### src/rtl/uart_mem_bridge_pkg.sv
// Shared types and protocol constants for the UART-to-memory command bridge.
package uart_mem_bridge_pkg;

   typedef enum logic [2:0] {
      S_IDLE,
      S_ADDR_HI,
      S_ADDR_LO,
      S_DATA,
      S_REQ,
      S_WAIT_RSP,
      S_RESP,
      S_NAK
   } state_e;

   localparam logic [7:0] CMD_WRITE = 8'h57;
   localparam logic [7:0] CMD_READ  = 8'h52;
   localparam logic [7:0] RSP_ACK   = 8'h06;
   localparam logic [7:0] RSP_NAK   = 8'h15;

   // Serializer load word: number of bytes to send (1..4) and the bytes, MSB first.
   typedef struct packed {
      logic [2:0]  count;
      logic [31:0] word;
   } ser_load_t;

endpackage

### src/rtl/uart_mem_bridge_resp_ser.sv
// Response serializer: sends 1..4 bytes MSB first over a valid/ready handshake.
module uart_mem_bridge_resp_ser
   import uart_mem_bridge_pkg::*;
(
   input  logic       clk_i,
   input  logic       rst_i,
   input  logic       load_i,
   input  ser_load_t  load_data_i,
   output logic [7:0] tx_data_o,
   output logic       tx_valid_o,
   input  logic       tx_ready_i,
   output logic       done_o
);

   logic [2:0]  cnt_q, cnt_d;
   logic [31:0] word_q, word_d;

   // Load a new response, or shift out one byte per accepted handshake.
   always_comb begin
      cnt_d  = cnt_q;
      word_d = word_q;
      if (load_i) begin
         cnt_d  = load_data_i.count;
         word_d = load_data_i.word;
      end else if (tx_valid_o && tx_ready_i) begin
         cnt_d  = cnt_q - 3'd1;
         word_d = {word_q[23:0], 8'h00};
      end
   end

   // Byte counter and shift register.
   always_ff @(posedge clk_i) begin
      if (rst_i) begin
         cnt_q  <= 3'd0;
         word_q <= 32'h0;
      end else begin
         cnt_q  <= cnt_d;
         word_q <= word_d;
      end
   end

   assign tx_valid_o = (cnt_q != 3'd0);
   assign tx_data_o  = word_q[31:24];
   // Pulses on the handshake of the last byte of the response.
   assign done_o     = tx_valid_o && tx_ready_i && (cnt_q == 3'd1);

endmodule

### src/rtl/uart_mem_bridge.sv
// Decodes UART byte packets into 32-bit memory reads/writes and returns ACK/NAK/data.
module uart_mem_bridge
   import uart_mem_bridge_pkg::*;
#(
   parameter int ADDR_W         = 12,
   parameter int TIMEOUT_CYCLES = 100000
) (
   input  logic              clk_i,
   input  logic              rst_i,
   input  logic [7:0]        rx_data_i,
   input  logic              rx_valid_i,
   input  logic              rx_frame_err_i,
   output logic [7:0]        tx_data_o,
   output logic              tx_valid_o,
   input  logic              tx_ready_i,
   output logic              data_req_o,
   output logic              data_we_o,
   output logic [3:0]        data_be_o,
   output logic [ADDR_W-1:0] data_addr_o,
   output logic [31:0]       data_wdata_o,
   input  logic              data_gnt_i,
   input  logic              data_rvalid_i,
   input  logic [31:0]       data_rdata_i,
   input  logic              err_clr_i,
   output logic              recv_error_o,
   output logic              busy_o
);

   localparam int TMO_W = $clog2(TIMEOUT_CYCLES + 1);

   state_e            state_q, state_d;
   logic              we_q, we_d;
   logic [7:0]        addr_hi_q, addr_hi_d;
   logic [ADDR_W-1:0] addr_q, addr_d;
   logic [31:0]       wdata_q, wdata_d;
   logic [1:0]        byte_cnt_q, byte_cnt_d;
   logic [TMO_W-1:0]  tmo_q, tmo_d;
   logic              err_q, err_d;

   logic              err_set;
   logic              ser_load;
   ser_load_t         ser_load_data;
   logic              ser_done;
   logic              collecting;
   logic              tmo_hit;
   logic              abort;
   logic [15:0]       addr16;
   logic              addr_bad;

   assign collecting = (state_q == S_ADDR_HI) || (state_q == S_ADDR_LO) || (state_q == S_DATA);
   assign tmo_hit    = (tmo_q == TMO_W'(TIMEOUT_CYCLES - 1));
   // A framing error or an inter-byte timeout kills a packet still being collected.
   assign abort      = rx_frame_err_i || (!rx_valid_i && tmo_hit);
   assign addr16     = {addr_hi_q, rx_data_i};
   assign addr_bad   = ((addr16 >> ADDR_W) != 16'd0) || (addr16[1:0] != 2'b00);

   // Next-state, packet assembly, error detection and response loading.
   always_comb begin
      state_d       = state_q;
      we_d          = we_q;
      addr_hi_d     = addr_hi_q;
      addr_d        = addr_q;
      wdata_d       = wdata_q;
      byte_cnt_d    = byte_cnt_q;
      tmo_d         = (rx_valid_i || !collecting) ? '0 : tmo_q + TMO_W'(1);
      err_set       = rx_frame_err_i;
      ser_load      = 1'b0;
      ser_load_data = '{count: 3'd1, word: {RSP_NAK, 24'h0}};

      unique case (state_q)
         S_IDLE: begin
            if (rx_valid_i) begin
               if (rx_data_i == CMD_WRITE || rx_data_i == CMD_READ) begin
                  we_d    = (rx_data_i == CMD_WRITE);
                  state_d = S_ADDR_HI;
               end else begin
                  err_set  = 1'b1;
                  ser_load = 1'b1;
                  state_d  = S_NAK;
               end
            end
         end
         S_ADDR_HI: begin
            if (abort) begin
               err_set = 1'b1;
               state_d = S_IDLE;
            end else if (rx_valid_i) begin
               addr_hi_d = rx_data_i;
               state_d   = S_ADDR_LO;
            end
         end
         S_ADDR_LO: begin
            if (abort) begin
               err_set = 1'b1;
               state_d = S_IDLE;
            end else if (rx_valid_i) begin
               if (addr_bad) begin
                  err_set  = 1'b1;
                  ser_load = 1'b1;
                  state_d  = S_NAK;
               end else begin
                  addr_d     = addr16[ADDR_W-1:0];
                  byte_cnt_d = 2'd0;
                  state_d    = we_q ? S_DATA : S_REQ;
               end
            end
         end
         S_DATA: begin
            if (abort) begin
               err_set = 1'b1;
               state_d = S_IDLE;
            end else if (rx_valid_i) begin
               wdata_d    = {wdata_q[23:0], rx_data_i};
               byte_cnt_d = byte_cnt_q + 2'd1;
               if (byte_cnt_q == 2'd3) state_d = S_REQ;
            end
         end
         S_REQ: begin
            if (rx_valid_i) err_set = 1'b1;
            if (data_gnt_i) state_d = S_WAIT_RSP;
         end
         S_WAIT_RSP: begin
            if (rx_valid_i) err_set = 1'b1;
            if (data_rvalid_i) begin
               ser_load = 1'b1;
               if (we_q) ser_load_data = '{count: 3'd1, word: {RSP_ACK, 24'h0}};
               else      ser_load_data = '{count: 3'd4, word: data_rdata_i};
               state_d = S_RESP;
            end
         end
         S_RESP, S_NAK: begin
            if (rx_valid_i) err_set = 1'b1;
            if (ser_done) state_d = S_IDLE;
         end
         default: state_d = S_IDLE;
      endcase

      // A new error takes precedence over a coincident clear.
      err_d = err_set ? 1'b1 : (err_clr_i ? 1'b0 : err_q);
   end

   // State and datapath registers.
   always_ff @(posedge clk_i) begin
      if (rst_i) begin
         state_q    <= S_IDLE;
         we_q       <= 1'b0;
         addr_hi_q  <= 8'h0;
         addr_q     <= '0;
         wdata_q    <= 32'h0;
         byte_cnt_q <= 2'd0;
         tmo_q      <= '0;
         err_q      <= 1'b0;
      end else begin
         state_q    <= state_d;
         we_q       <= we_d;
         addr_hi_q  <= addr_hi_d;
         addr_q     <= addr_d;
         wdata_q    <= wdata_d;
         byte_cnt_q <= byte_cnt_d;
         tmo_q      <= tmo_d;
         err_q      <= err_d;
      end
   end

   uart_mem_bridge_resp_ser u_resp_ser (
      .clk_i       (clk_i),
      .rst_i       (rst_i),
      .load_i      (ser_load),
      .load_data_i (ser_load_data),
      .tx_data_o   (tx_data_o),
      .tx_valid_o  (tx_valid_o),
      .tx_ready_i  (tx_ready_i),
      .done_o      (ser_done)
   );

   assign data_req_o   = (state_q == S_REQ);
   assign data_we_o    = we_q;
   // Full-word accesses only; enables are qualified by the request so they read 0 when idle.
   assign data_be_o    = data_req_o ? 4'hF : 4'h0;
   assign data_addr_o  = addr_q;
   assign data_wdata_o = wdata_q;
   assign recv_error_o = err_q;
   assign busy_o       = (state_q != S_IDLE);

endmodule

### config.mk
export PLATFORM = sky130hd
export DESIGN_NAME = uart_mem_bridge
export DESIGN_NICKNAME = d
export VERILOG_FILES = /design/src/rtl/uart_mem_bridge_pkg.sv /design/src/rtl/uart_mem_bridge_resp_ser.sv /design/src/rtl/uart_mem_bridge.sv
export SDC_FILE = /design/constraint.sdc
export NUM_CORES = 1
export LEC_CHECK = 0
export CAP_MARGIN = 20
export CORE_MARGIN = 3
export CORE_UTILIZATION = 25
export DETAILED_ROUTE_END_ITERATION = 16
export HOLD_SLACK_MARGIN = 0.05
export MAX_ROUTING_LAYER = met4
export PLACE_DENSITY = 0.54
export RECOVER_POWER = 50
export REMOVE_ABC_BUFFERS = 1
export SETUP_SLACK_MARGIN = 0.15
export SLEW_MARGIN = 5
export SYNTH_ARGS = -nofsm -noshare
export SYNTH_HDL_FRONTEND = slang
export SYNTH_HIERARCHICAL = 1
export SYNTH_SLANG_ARGS = --single-unit
### constraint.sdc
create_clock -name clk_i -period 5.9 [get_ports clk_i]
set_input_delay 1.18 -clock clk_i [delete_from_list [all_inputs] [get_ports clk_i]]
set_output_delay 1.18 -clock clk_i [all_outputs]
set_load 0.02 [all_outputs]
[Word-level counts from Yosys, hierarchy flattened]
Index checks and enable logic that the tools add are counted.
Operators by class
  add/subtract/negate cells: 3
  $mul: 0
  divide/modulo/power cells: 0
  $lt $le $gt $ge: 0
  equality and inequality tests: 25
  shifts and indexed selects: 0
  muxes and demuxes: 46
  bitwise logic cells: 2
  reduce and logical (&&, ||, !) cells: 29
Operators with widths (number)
  $mux 35: 3
  $mux 32: 2
  $mux 3: 16
  $pmux 3 s7: 1
  $add 17x1->17 const B: 1
  $eq 17x17->1 const B: 1
  $eq 8x7->1 const B: 2
  $ne 2x2->1 const B: 8
  $reduce_bool 16->1: 1
  $mux 1: 15
  $eq 3x3->1 const B: 4
  $mux 2: 5
  $ne 3x3->1 const B: 3
  $reduce_and 3->1: 3
  $reduce_and 8->1: 1
  $reduce_bool 2->1: 4
  $eq 3x1->1 const B: 2
  $eq 3x2->1 const B: 2
  $logic_or 1x1->1: 6
  $reduce_and 6->1: 1
  $reduce_bool 3->1: 2
  $reduce_or 2->1: 3
  $mux 4: 1
  $pmux 1 s4: 1
  other kinds (13): 17
Storage, ports and cells
  register bits: 111
  bits in latches: 0
  bits in writable memories: 0
  memory bits (read-only): 0
  bits of input ports: 48
  output and inout bits: 61
  word-level logic and storage cells: 115
  memories kept: 0

[Depth between registers and ports, before layout]
  depth in word-level cells: 7
  depth in mapped cells: 13
  depth with buffers taken out: 11

[Cells and area by module]
Netlist, hierarchy kept.
By module, submodules not included
  uart_mem_bridge: instances 1, cells each 419, area each 3394.5 um^2, sequential area each 1521.5 um^2
  uart_mem_bridge_resp_ser: instances 1, cells each 210, area each 1965.6 um^2, sequential area each 700.7 um^2

[Least setup slack after synthesis]
No wires, ideal clock.
  path kind: input to register
  from: input port rx_valid_i
  to: register u_resp_ser.cnt_q[0]
  setup time: 0.059 ns
  data arrival time: 3.127 ns
  data required time: 5.841 ns
  path slack: 2.713 ns
  stages on the path: 11
  path through: or3b_4 nor4_4 a21oi_1 a21oi_1 o21ai_1 clkbuf_1 buf_4 buf_2 buf_2 a21oi_1 o31a_1
On the way
  cells in the longest elaborated chain, start to end: 6
  elaborated cells between the ends (all ways): 9
  classes of those cells: mux (5); reduce/logical (4)
RTL lines
  from (decl): RTL line uart_mem_bridge.sv:11  | input logic rx_valid_i,
  $logic_not 1->1: RTL line uart_mem_bridge.sv:53  | assign abort = rx_frame_err_i || (!rx_valid_i && tmo_hit);
  $logic_and 1x1->1: RTL line uart_mem_bridge.sv:53
  $logic_or 1x1->1: RTL line uart_mem_bridge.sv:53
  $mux 1: RTL line uart_mem_bridge.sv:93  | if (abort) begin
  $pmux 1 s3 *: RTL line uart_mem_bridge.sv:70  | unique case (state_q)
  net ser_load: RTL line uart_mem_bridge.sv:41  | logic ser_load;
  $mux 3 or $reduce_bool 2->1 (tied branches)
  to (signal assigned): RTL line uart_mem_bridge_resp_ser.sv:37  | cnt_q <= cnt_d;
  to (decl): RTL line uart_mem_bridge_resp_ser.sv:15  | logic [2:0] cnt_q, cnt_d;
Mark *: on every way through the listed nets, which the timed path passes. The rest lies on a longest branch.
A chain may end at the register's enable or synchronous reset.

[Final worst setup path]
  from: input port rx_valid_i
  to: register wdata_q[18], in the netlist data_wdata_o[18]
On the way
  cells in the longest elaborated chain, start to end: 5
RTL lines
  $logic_not 1->1: RTL line uart_mem_bridge.sv:53
  $logic_and 1x1->1: RTL line uart_mem_bridge.sv:53
  $logic_or 1x1->1: RTL line uart_mem_bridge.sv:53
  $not 1->1 (no line)
  $reduce_and 3->1 (no line) *
  to (signal assigned): RTL line uart_mem_bridge.sv:158  | wdata_q <= wdata_d;
  to (decl): RTL line uart_mem_bridge.sv:35  | logic [31:0] wdata_q, wdata_d;
Every way passes the cells marked *; elsewhere a longest branch is shown, timed or not.

==> flow_metrics.tcl <==
set metrics [dict create \
    status "complete, but fails checks" \
    violations "max-capacitance violations, max-slew violations" \
    post_cts_buffers 0 \
    fin_hold_ws_ns 0.452 \
    fin_crit_ns 4.00 \
    antenna_found_initial 1 \
    m1WireLength_mm 6.92 \
    synth_compound_area_frac 0.185 \
    dr_wl_met2_mm 6.55 \
    setup_viol 0 \
    synthCells 629 \
    place_congestion 0.763 \
    drive_gt1_frac 0.0775 \
    syn_area_mm2 0.00536 \
    synth_top_family_by_area "simple AND/OR/NAND/NOR gates" \
    post_cts_resized 0 \
    slowest_delay_ns 1.14 \
    rsz0062_at_grt "false" \
    grt_overflow_total 0 \
    synth-xor-area-share 0.0261 \
    crit_family "buffers and inverters" \
    skew_ns 0.00917 \
    crit_top_cell "clkbuf_1" \
    worstPathCellList "dlygate4sd3_1 > nor3b_1 > clkbuf_1 > and3_1 > clkbuf_1 > nand2_1 > a21oi_1" \
    synthArstFlopShare 0 \
    fin_util 0.329 \
    grt_first_pass_wirelength_mm 23.2 \
    leakage_nw 2.52 \
    ant_nets 0 \
    required_ns 6.18 \
    cts_sinks 111 \
    cp.arrival_ns 4.28 \
    setup_tns_ns 0 \
    slew_headroom -0.0539 \
    critPathMaxFanout 33 \
    clkLatencyLatePin_ns 0.35 \
    rows 52 \
    first_pass_iters 4 \
    critPathSlowestCell "clkbuf_1" \
    dp.cells 952 \
    startpoint_type "input pin" \
    maxCapViolations 2 \
    grt_use_total 0.125 \
    ys_ff_latch 111 \
    vdd_drop_max_v 0.000182 \
    path_class "in2reg" \
    fp.dieArea_mm2 0.0232 \
    cts_hold_buf 0 \
    yosys_warnings 6 \
    cp-end-kind "register" \
    cts_tree "yes" \
    grt_pass1_vias 4223 \
    grt_max_degree 79 \
    initial_core_util 0.260 \
    syn-mean-instance-area_um2 8.52 \
    die_height_um 152 \
    drc_errors 0 \
    synth.distinct_cells 65 \
    dr_wl_met3_um 571 \
    synth_mux_area_frac 0.0224 \
    syn2layout_area_growth_pct 26.7 \
    io_pins 109 \
    period_share 0.678 \
    synth_edf_count 0 \
    vias 4433 \
    total_power_mw 2.54 \
    hold_violations 0 \
    worst-path-buf-inv 3 \
    worstSetupStartpoint "rx_valid_i" \
    worstHoldStart "addr_hi_q[6]" \
    wl_per_cell_um 14.7 \
    viasPerCell 4.58 \
    finalWirelength_mm 14.2 \
    cts_root_buf "clkbuf_16" \
    die_w_um 152 \
    ys_seq_area_frac 0.415 \
    nNetsFinal 746 \
    synthSimpleGateAreaFrac 0.264 \
    htree_num_levels 3 \
    nFillCells 2177 \
    top_layer_used "met4" \
    fin_cells 968 \
    port_buffers 108 \
    power_density_mw_per_mm2 374 \
    drtIter0Drc 333 \
    ys.flop_type "dfxtp_1" \
    fmax_mhz 250 \
    clk_pin_slew_ns 0.07 \
    synthAdderAreaFrac 0.0117 \
    worstMarginPinSlew_ns 1.58 \
    finalMaxSlewViolations 68 \
    hold_class "reg2reg" \
    multiInputGateArea_mm2 0.00275 \
    cts_made_buffers 9 \
    design.core.area_mm2 0.0206 \
    clk_path_buf_depth 2 \
    regArea_mm2 0.00222 \
    rr_startpoint "state_q[2]" \
    hpwl_mm 9.42 \
]
==> power breakdown <==
part | internal, mW | switching (mW) | leakage, nW
combinational | 0.387 | 0.596 | 1.48
sequential | 0.853 | 0.0756 | 0.901
clock | 0.333 | 0.297 | 0.137
==> worst paths after layout <==
| path | end | slack (ns) | depth (start not counted) |
|---|---|---|---|
| setup reg to reg | data_wdata_o[18] | 2.96 | 6 |
| setup / recovery | data_wdata_o[18] | 1.90 | 7 |
| hold reg to reg | addr_hi_q[6] | 0.45 | 2 |
| hold / removal | addr_hi_q[6] | 0.45 | 2 |
==> kinds of logic (layout without fill, tap and decap cells) <==
logic type / Yosys count / after routing
multiplexers: 12 / 12
adder cells (fa/ha/maj): 5 / 5
buffers and inverters: 81 / 149
AO/OA/AOI/OAI: 127 / 127
AND/OR/NAND/NOR: 276 / 276
flip-flops: 111 / 111
other: 1 / 2
XOR/XNOR: 16 / 16
==> worst min-delay path: stages, from the launching register on <==
cell and delay, ns:
dfxtp_1 0.31, nand2_1 0.05, a21oi_1 0.05
==> metrics by stage <==
step                      instance area, um^2  worst slack [ns]
after detailed placement                 6510              1.79
after floorplan                          5030              1.10
after CTS                                6800              2.15
after global routing                     6790              1.57
final                                    6790              1.90
after global placement                   6510              1.80
==> routing by layer <==
layer	vias to the layer above	track usage
met5	-	-
met4	0	0.0322
met3	12	0.0295
met2	76	0.190
met1	2069	0.167
li1	2276	-
==> flip-flops by register name, summed over array words and instances (netlist names) <==
register,flops
addr_hi_q,8
byte_cnt_q,2
data_addr_o,12
data_wdata_o,32
data_we_o,1
recv_error_o,1
state_q,3
tmo_q,17
u_resp_ser/cnt_q,3
u_resp_ser/word_q,32
==> layout make-up <==
cell class,count,area share
multi-input combinational,437,0.404
timing repair buffer,114,0.164
clock inverter,5,0.00958
clock buffer,10,0.0337
tap,270,0.0497
sequential,111,0.327
antenna,1,0.000368
inverter,20,0.0114
==> cell usage after synthesis (all sizes together), types with 3 or more instances <==
cell,count,area share
a2111oi,24,0.064
a211o,9,0.015
a211oi,11,0.015
a21o,4,0.0061
a21oi,59,0.055
a311oi,3,0.0061
and2,30,0.035
and3,17,0.020
buf,30,0.039
clkbuf,31,0.022
dfxtp,111,0.41
ha,5,0.012
inv,20,0.014
mux2i,12,0.022
nand2,92,0.066
nand3,16,0.015
nand4b,3,0.0049
nor2,56,0.039
nor2b,29,0.034
nor3,6,0.0056
nor3b,4,0.0056
nor4b,8,0.013
o21ai,5,0.0047
xnor2,8,0.013
xor2,8,0.013
==> cells in the final DEF (no fill, tap or decap), drive strengths merged, types with 2 or more instances in the layout <==
cell type	count
ha	5
a311oi	3
nor3	6
clkinvlp	2
a211oi	11
nor3b	4
dfxtp	111
and2	30
buf	4
and3	17
nor4b	8
inv	22
xnor2	8
a2111oi	24
and3b	2
clkbuf	13
nor2b	29
dlygate4sd3	55
nand3	16
a211o	9
nor2	56
nand4b	3
or4	2
mux2i	12
nand4	2
a21oi	59
xor2	8
nand2	92
clkdlybuf4s50	52
o21ai	5
a21o	4
nor4	2
Note: power is estimated with default switching activity, not from simulation.
